===== src/rtl/regfile_access_ctrl.sv =====
// Operand-fetch controller between decode and a registered register file.
// Buffers writebacks in a 2-entry FIFO and serves two-operand reads via an IDLE/WAIT/HOLD FSM.
module regfile_access_ctrl (
    input  logic        i_clk,
    input  logic        i_reset_n,
    input  logic        i_rd_valid,
    output logic        o_rd_ready,
    input  logic [4:0]  i_rs1,
    input  logic [4:0]  i_rs2,
    output logic        o_rsp_valid,
    input  logic        i_rsp_ready,
    output logic [31:0] o_rs1_data,
    output logic [31:0] o_rs2_data,
    input  logic        i_wb_valid,
    output logic        o_wb_ready,
    input  logic [4:0]  i_wb_rd,
    input  logic [31:0] i_wb_data,
    output logic [4:0]  o_rf_read_register_1,
    output logic [4:0]  o_rf_read_register_2,
    output logic [4:0]  o_rf_write_register,
    output logic [31:0] o_rf_write_data,
    output logic        o_rf_we,
    input  logic [31:0] i_rf_read_data_1,
    input  logic [31:0] i_rf_read_data_2
);

    typedef enum logic [1:0] {IDLE, WAIT, HOLD} state_t;

    state_t      state_q, state_d;
    logic [4:0]  fifo_rd_q   [2];
    logic [31:0] fifo_data_q [2];
    logic        wr_ptr_q, rd_ptr_q;
    logic [1:0]  count_q;
    logic [4:0]  rs1_q, rs2_q;
    logic [31:0] rs1_data_q, rs2_data_q;

    logic fifo_empty, fifo_full, rd_accept, push, pop;

    assign fifo_empty = (count_q == 2'd0);
    assign fifo_full  = (count_q == 2'd2);

    assign o_wb_ready = i_reset_n && !fifo_full;
    assign o_rf_we    = i_reset_n && !fifo_empty;
    assign pop        = o_rf_we;
    // Writes to x0 complete the handshake but never reach the file.
    assign push       = i_wb_valid && o_wb_ready && (i_wb_rd != 5'd0);
    assign rd_accept  = i_rd_valid && o_rd_ready;

    assign o_rf_write_register  = fifo_rd_q[rd_ptr_q];
    assign o_rf_write_data      = fifo_data_q[rd_ptr_q];
    // Holding the last indices keeps file re-reads on idle cycles harmless.
    assign o_rf_read_register_1 = rd_accept ? i_rs1 : rs1_q;
    assign o_rf_read_register_2 = rd_accept ? i_rs2 : rs2_q;

    assign o_rs1_data = rs1_data_q;
    assign o_rs2_data = rs2_data_q;

    always_comb begin
        // NOTE: every combinational output gets a default first, so no path can infer a latch.
        state_d     = state_q;
        o_rd_ready  = 1'b0;
        o_rsp_valid = 1'b0;
        case (state_q)
            IDLE: begin
                o_rd_ready = i_reset_n && fifo_empty;
                if (i_rd_valid && o_rd_ready) state_d = WAIT;
            end
            WAIT: state_d = HOLD;
            HOLD: begin
                o_rsp_valid = i_reset_n;
                if (i_rsp_ready) state_d = IDLE;
            end
            default: state_d = IDLE;
        endcase
    end

    // NOTE: state uses non-blocking assignments so every register samples pre-edge values.
    always_ff @(posedge i_clk) begin
        if (!i_reset_n) begin
            state_q    <= IDLE;
            wr_ptr_q   <= 1'b0;
            rd_ptr_q   <= 1'b0;
            count_q    <= 2'd0;
            rs1_q      <= 5'd0;
            rs2_q      <= 5'd0;
            rs1_data_q <= 32'd0;
            rs2_data_q <= 32'd0;
        end else begin
            state_q <= state_d;
            if (push) wr_ptr_q <= !wr_ptr_q;
            if (pop)  rd_ptr_q <= !rd_ptr_q;
            case ({push, pop})
                2'b10:   count_q <= count_q + 2'd1;
                2'b01:   count_q <= count_q - 2'd1;
                default: count_q <= count_q;
            endcase
            if (rd_accept) begin
                rs1_q <= i_rs1;
                rs2_q <= i_rs2;
            end
            if (state_q == WAIT) begin
                rs1_data_q <= (rs1_q == 5'd0) ? 32'd0 : i_rf_read_data_1;
                rs2_data_q <= (rs2_q == 5'd0) ? 32'd0 : i_rf_read_data_2;
            end
        end
    end

    // NOTE: FIFO storage is not reset; the count alone decides which entries are meaningful.
    always_ff @(posedge i_clk) begin
        if (push) begin
            fifo_rd_q[wr_ptr_q]   <= i_wb_rd;
            fifo_data_q[wr_ptr_q] <= i_wb_data;
        end
    end

endmodule


===== config.mk =====
export PLATFORM = sky130hd
export DESIGN_NAME = regfile_access_ctrl
export DESIGN_NICKNAME = d
export VERILOG_FILES = /design/src/rtl/regfile_access_ctrl.sv
export SDC_FILE = /design/constraint.sdc
export NUM_CORES = 1
export LEC_CHECK = 0
export CAP_MARGIN = 20
export CORE_MARGIN = 2
export CORE_UTILIZATION = 49
export CTS_BUF_LIST = sky130_fd_sc_hd__clkbuf_8
export CTS_CLUSTER_DIAMETER = 120
export CTS_CLUSTER_SIZE = 10
export DETAILED_ROUTE_END_ITERATION = 10
export PLACE_DENSITY_LB_ADDON = 0.2
export SLEW_MARGIN = 20
export SYNTH_ARGS = -nofsm -noshare
export SYNTH_HDL_FRONTEND = slang
export SYNTH_SLANG_ARGS = --single-unit

===== constraint.sdc =====
create_clock -name i_clk -period 8.82 [get_ports i_clk]
set_input_delay 1.764 -clock i_clk [delete_from_list [all_inputs] [get_ports i_clk]]
set_output_delay 1.764 -clock i_clk [all_outputs]
set_load 0.005 [all_outputs]

=== Yosys cells after proc, flatten, opt, wreduce, memory -nomap -nowiden ===
Memories as Yosys holds them, arrays and structs flattened. A register that Yosys moved wholly into a read port is not among the register bits.
Index checks and enable logic that the tools add are counted.

* Muxes and demuxes: 16
* $add $sub $neg: 2
* Eq/ne operators: 7
* Reduce and logical (&&, ||, !) cells: 18

{| class="wikitable"
|+ Operators by type and width
! operator !! count
|-
| 2-to-1 mux 32 bit || 2
|-
| zero test 5 bit || 2
|-
| 2-to-1 mux 5 bit || 2
|-
| 2-to-1 mux 1 bit || 8
|-
| logical AND 1 bit || 7
|-
| == test 2 bit, second input constant || 3
|-
| case mux 2 bit (3 select lines) || 1
|-
| nonzero test 5 bit || 1
|-
| == test 2 x 1 -> 1 bit, second input constant || 2
|-
| zero test 1 bit || 4
|-
| zero test 2 bit || 2
|-
| 2-to-1 mux 2 bit || 2
|-
| != test 2 bit, second input constant || 2
|-
| case mux 2 bit (2 select lines) || 1
|-
| adder 2 x 1 -> 2 bit, second input constant || 1
|-
| AND reduction 2 bit || 1
|-
| nonzero test 2 bit || 1
|-
| subtractor 2 x 1 -> 2 bit, second input constant || 1
|}

* Bits of input ports: 116
* Memories: 2
* Output and inout bits: 115
* RAM bits: 74
* Word-level logic and storage cells: 53
* Bits in registers: 80

{| class="wikitable"
|+ Memories
! memory !! depth !! width !! rd ports !! clocked after memory_dff !! write ports !! RTL line !! source
|-
| fifo_data_q || 2 || 32 || 1 || 1 || 1 || 31 || <nowiki>logic [31:0] fifo_data_q [2];</nowiki>
|-
| fifo_rd_q || 2 || 5 || 1 || 1 || 1 || 30 || <nowiki>logic [4:0] fifo_rd_q [2];</nowiki>
|}

=== Depth between registers and ports, before layout ===
Gate-level depths: netlist of run 1.

* Depth after elaboration: 7
* Mapped depth: 8

=== Least setup slack after synthesis of run 1 ===
No wires, ideal clock.

* Path kind: input-to-output
* From: input i_reset_n
* To: output o_rf_read_register_1[0]
* Slack: 4.477 ns
* Required time: 7.056 ns
* Stages on the path: 4
* Arrival: 2.579 ns
* Cells stage by stage: nor4b_4 -> nand3b_4 -> inv_6 -> mux2_4

* Cells in the longest elaborated chain, start to end: 4

{| class="wikitable"
|+ Ends and longest elaborated chain
! what !! RTL line !! source
|-
| start: declaration || 5 || <nowiki>input logic i_reset_n,</nowiki>
|-
| logical AND 1 bit || 65 || <nowiki>o_rd_ready = i_reset_n && fifo_empty;</nowiki>
|-
| 2-to-1 mux 1 bit || 63 || <nowiki>case (state_q)</nowiki>
|-
| logical AND 1 bit || 47 || <nowiki>assign rd_accept = i_rd_valid && o_rd_ready;</nowiki>
|-
| 2-to-1 mux 5 bit || n/a ||
|-
| end: declaration || 18 || <nowiki>output logic [4:0] o_rf_read_register_1,</nowiki>
|}

No other way between the ends.

=== Final worst setup path of run 1 ===
* From: input i_reset_n
* To: output o_rf_read_register_1[4]

The elaborated chain is that of the path after synthesis.

==> metrics.txt, run 1 <==
Pleak=2.98 nW; Die Wd=between 100 and 150 um; fmax=between 150 and 200 MHz; Mapped Avg Cell Area=12.5 um^2; hold path depth=2; final worst path period share=63.0%; final setup violation count=0; Initial Util=49.7%; clock sink total=~160; synthesized flop and latch total=155; Final nets=811; Max-slew headroom=27.5%; Cell Pwr Density=223 nW/um^2; final global-route overflow total=0; via/cell ratio=5.13; via count=about 4400; CTS tree=done; number of global-route vias before repair=4439; FF-to-FF End=fifo_data_q[1][19]; post-detail-place hpwl=9.69 mm; initial antenna violation count=0; post-synthesis sequential area ratio=64.9%; Hold Path Sink=o_rs2_data[6]; crit end category=output pin; Max Cap Viol=0; Synth top area share=37.5%; Setup TNS=0 ns; drt wl/cell=16.6 um; RSZ-0062 raised after global routing=no; fin. max-slew vios=0; highest metal used=met4; core footprint=11900 um^2; Root Driver=clkbuf_8; Slew @ Worst Pin=1.09 ns; most frequent cells in the layout=clkdlybuf4s50_1 (229), dfxtp_1 (81), edfxtp_1 (74), a21boi_0 (66), nand2_1 (65); H-tree Lvls=4; area grow syn2layout=47.4%; Clock Pin Slew Worst Setup and Hold Paths=0.07 ns; GP Congestion=approximately 0.81; Yosys top cell by area=edfxtp_1; Reg2Reg Setup Slack=6.38 ns; wire length on met2=just under 7 mm; Primary FF master, synth=dfxtp_1; largest net degree at the start of global routing=85; Overall Power=1.95 mW; Setup CP Type=in -> out; CP required=7.06 ns; Hold Buf Count CTS=0; Startpoint Class=primary input; total CTS buffers=17; n_diodes=0; Clk Latency, worst-skew pair=0.44 ns; Post-CTS Setup Bufs=0; Peak supply drop=114 uV; Syn. warnings=0; Hold Fails Final Rpt=0; Cell Area, Synth=between 5000 and 6000 um^2; first-pass GRT wire length=around 22 mm; status=completed; Metal-1 WL=5.68 mm; commonest non-fill, non-tap cell in the layout=clkdlybuf4s50_1; Worst Skew=0.00703 ns; Worst Path Max Fanout=84; Reg2Reg Launch Point=count_q[0]; Reg2Reg Depth=4; Post-Syn Nets=592; post-synthesis cell count=475; drc violations=0; Worst EP arrival=3.79 ns; fin crit period=5.55 ns; met3 wire len=1.43 mm; Post-synth EDFFs=74; Site Rows=40; drt pass-1 iters=4; post-synth cell types=31; Die Y=approximately 110 um; post-route antenna net violation count=0; share of flip-flops with an asynchronous set or reset=0%; Resize count post-CTS=0; # IOs=around 230; port buffer count=230; Max clock buf depth=2; HP Start=o_rs2_data[6]; layout cells sized above 1=12.2%; GRT Resource Usage Total=21.9%; fill count=840; HP Class=reg -> reg; drt initial violations=between 200 and 300; Routed WL=roughly 14 mm; synth top area cells=edfxtp_1 (38%), dfxtp_1 (27%), a21boi_0 (8.4%); die area=13000 um^2
[how the worst max path moves through the flow]
| stage | startpoint | to | cells after the start |
|---|---|---|---|
| 2_1_floorplan | i_reset_n | o_rf_read_register_1[0] | 4 |
| 3_3_place_gp | i_reset_n | o_rf_read_register_2[3] | 6 |
| 3_5_place_dp | i_reset_n | o_rf_read_register_1[4] | 6 |
| 4_1_cts | i_reset_n | o_rf_read_register_1[4] | 6 |
| 5_1_grt | i_reset_n | o_rf_read_register_1[3] | 6 |
| 6_report | i_reset_n | o_rf_read_register_1[4] | 6 |
[power breakdown]
group	internal, mW	total (mW)	switching, mW	leakage (nW)
Clock	0.287	0.529	0.242	0.209
Sequential	0.817	0.849	0.0321	1.33
Combinational	0.322	0.570	0.248	1.44
Total	1.43	1.95	0.522	2.98
[per-stage QoR]
stage	setup slack (ns)	utilization, %	hold slack, ns	cells	area [um^2]
2_1_floorplan	4.48	-	0.450	475	5920
3_3_place_gp	2.93	69.7	0.453	821	8300
3_5_place_dp	2.85	69.7	0.462	821	8300
4_1_cts	2.85	73.0	0.471	853	8700
5_1_grt	3.14	73.2	0.487	854	8720
6_report	3.27	73.2	0.464	854	8720
[cell usage after synthesis (all sizes together), types with 3 or more instances]
cell type / n
mux2: 47
and2: 11
clkbuf: 21
nor2: 5
nand3: 64
inv: 3
nor2b: 3
nand2: 67
dfxtp: 81
edfxtp: 74
a21boi: 66
buf: 13
[registers in the layout (all words and copies together) (netlist names), named ones only]
name and count:
wr_ptr_q 1, o_rs1_data 32, fifo_data_q 64, rs2_q 5, state_q 2, rs1_q 5
fifo_rd_q 10, count_q 2, rd_ptr_q 1, o_rs2_data 32
[cell families after synthesis]
logic type      Yosys count  share of synthesized area (%)
compound gates           71                           8.88
mux                      48                           9.74
fa+ha+maj                 1                          0.211
xor+xnor                  2                          0.296
buf+inv                  37                           2.77
flops                   155                           64.9
simple gates            161                           13.2
[critical path: stages]
cell and delay [ns]:
buf_4 0.52, nor4b_4 0.40, nand3b_4 0.18, inv_6 0.14
mux2_4 0.32, clkdlybuf4s50_1 0.45
[area by class of cell]
class | count | area (um^2) | share of cell area, %
Clock buffer | 19 | 262 | 3.00
Clock inverter | 13 | 134 | 1.53
Inverter | 3 | 16.3 | 0.186
Multi-Input combinational cell | 283 | 1940 | 22.3
Sequential cell | 155 | 3840 | 44.1
Tap cell | 147 | 184 | 2.11
Timing Repair Buffer | 234 | 2340 | 26.9
[layer usage]
layer | global-route usage (%) | vias to the layer above
met1 | 24.7 | 2071
met4 | 9.67 | 0
li1 | - | 2118
met3 | 10.4 | 27
met2 | 35.6 | 163
met5 | 0 | -
Note: power is estimated with default switching activity, not from simulation.
==> inputs of run 2 (changes only) <==
- CORE_UTILIZATION: 49 -> 45
- clock period: 8.82 -> 5.4 ns (I/O delays scaled with it)
==> metrics.txt, run 2 (synthesis gave the netlist of run 1 again) <==
most frequent cells in the layout=clkdlybuf4s50_1 (229), dfxtp_1 (81), edfxtp_1 (74), a21boi_0 (66), nand2_1 (65); die area=14100 um^2; Initial Util=46.5%; HP Class=reg -> reg; Post-CTS Setup Bufs=0; P_sw=0.885 mW; Hold Buf Count CTS=0; Peak supply drop=194 uV; Worst Skew=0.0159 ns; drt initial violations=291; fmax=270 MHz; final worst path period share=68.7%; Site Rows=between 40 and 50; met3 Use GR=11.0%; crit end category=output pin; fin area=between 8000 and 9000 um^2; fin cells=880; core footprint=approximately 13000 um^2; CP required=4.32 ns; final setup violation count=0; fin. max-slew vios=0; Die Y=119 um; CTS tree=done; Final nets=roughly 800; GRT Resource Usage Total=20.8%; post-route antenna net violation count=0; grt met2 use=33.3%; RSZ-0062 raised after global routing=no; Cell Int Power=2.32 mW; via count=4409; area grow syn2layout=48.3%; Max clock buf depth=2; Hold Fails Final Rpt=0; total CTS buffers=17; Clock Pin Slew Worst Setup and Hold Paths=~0.080 ns; first-pass GRT wire length=22.8 mm; Pleak=between 2 and 3 nW; max reg flops=64; via/cell ratio=5.01; switching part of the total=roughly 28%; Worst EP arrival=approximately 2.6 ns; Setup TNS=0 ns; final global-route overflow total=0; Setup CP Type=in -> out; clock sink total=155; Die Wd=approximately 120 um; hold path depth=2; commonest non-fill, non-tap cell in the layout=clkdlybuf4s50_1; Comb pwr share=29.0%; register share of total power=43.3%; drt pass-1 iters=4; drc violations=0; n_diodes=0; Overall Power=roughly 3.2 mW; H-tree Lvls=4; met1 usage=between 20% and 30%; GP Congestion=0.803; Max Cap Viol=0; dpl cells=847; Cell Pwr Density=between 300 and 400 nW/um^2; Slew @ Worst Pin=1.05 ns; post-detail-place hpwl=approximately 10 mm; Startpoint Class=primary input; gr busiest metal=met2; Routed WL=14.5 mm; Root Driver=clkbuf_8; # IOs=231; fin crit period=approximately 3.7 ns; placed cell area=8340 um^2; Clk Latency, worst-skew pair=0.45 ns; drt wl/cell=16.4 um; Worst Path Max Fanout=8; port buffer count=230; part of the power in the clock network=27.7%; largest reg by FF count=fifo_data_q; Resize count post-CTS=0; status=completed; number of global-route vias before repair=4560; Max-slew headroom=29.8%; Reg2Reg Depth=4; initial antenna violation count=0; layout cells sized above 1=12.9%; largest net degree at the start of global routing=84
-- run 2: metal layers --
layer / share of wire (%) / routed length, um
met4: 2.3 / 333
met1: 39 / 5630
met3: 12 / 1670
met2: 47 / 6830
met5: 0 / 0
-- run 2: path summary, 6_finish.rpt --
path | startpoint | to | slack (ns)
max reg2reg | count_q[0] | fifo_data_q[0][1] | 2.97
min reg2reg | o_rs2_data[26] | o_rs2_data[26] | 0.46
min | o_rs2_data[26] | o_rs2_data[26] | 0.46
max | i_rd_valid | o_rf_read_register_1[2] | 1.69
-- run 2: final cells by class --
type                            count  area (um^2)
Multi-Input combinational cell    283         1940
Timing Repair Buffer              235         2350
Tap cell                          172          215
Clock inverter                     15          175
Inverter                            3         16.3
Clock buffer                       17          234
Fill cell                         994         3940
Sequential cell                   155         3840
-- run 2: stage by stage --
stage	setup WS [ns]	hold slack (ns)	utilization, %
6_report	1.69	0.463	69.0
5_1_grt	1.60	0.485	69.0
4_1_cts	1.67	0.469	68.8
3_5_place_dp	1.68	0.458	65.5
3_3_place_gp	1.72	0.450	65.5
2_1_floorplan	1.81	0.450	-
-- run 2: power by group through the flow --
stage	clock (mW)	sequential, mW	combinational (mW)
5_1_grt	0.954	1.40	0.997
3_3_place_gp	0	1.41	0.914
2_1_floorplan	0	1.40	0.483
4_1_cts	0.909	1.39	0.930
3_5_place_dp	0	1.42	0.927
6_report	0.887	1.39	0.927
-- run 2: worst max-delay path, cell delays in order --
cell and delay (ns):
clkdlybuf4s50_1 0.50, nand3b_4 0.14, inv_6 0.14, mux2_4 0.31, clkdlybuf4s50_1 0.45
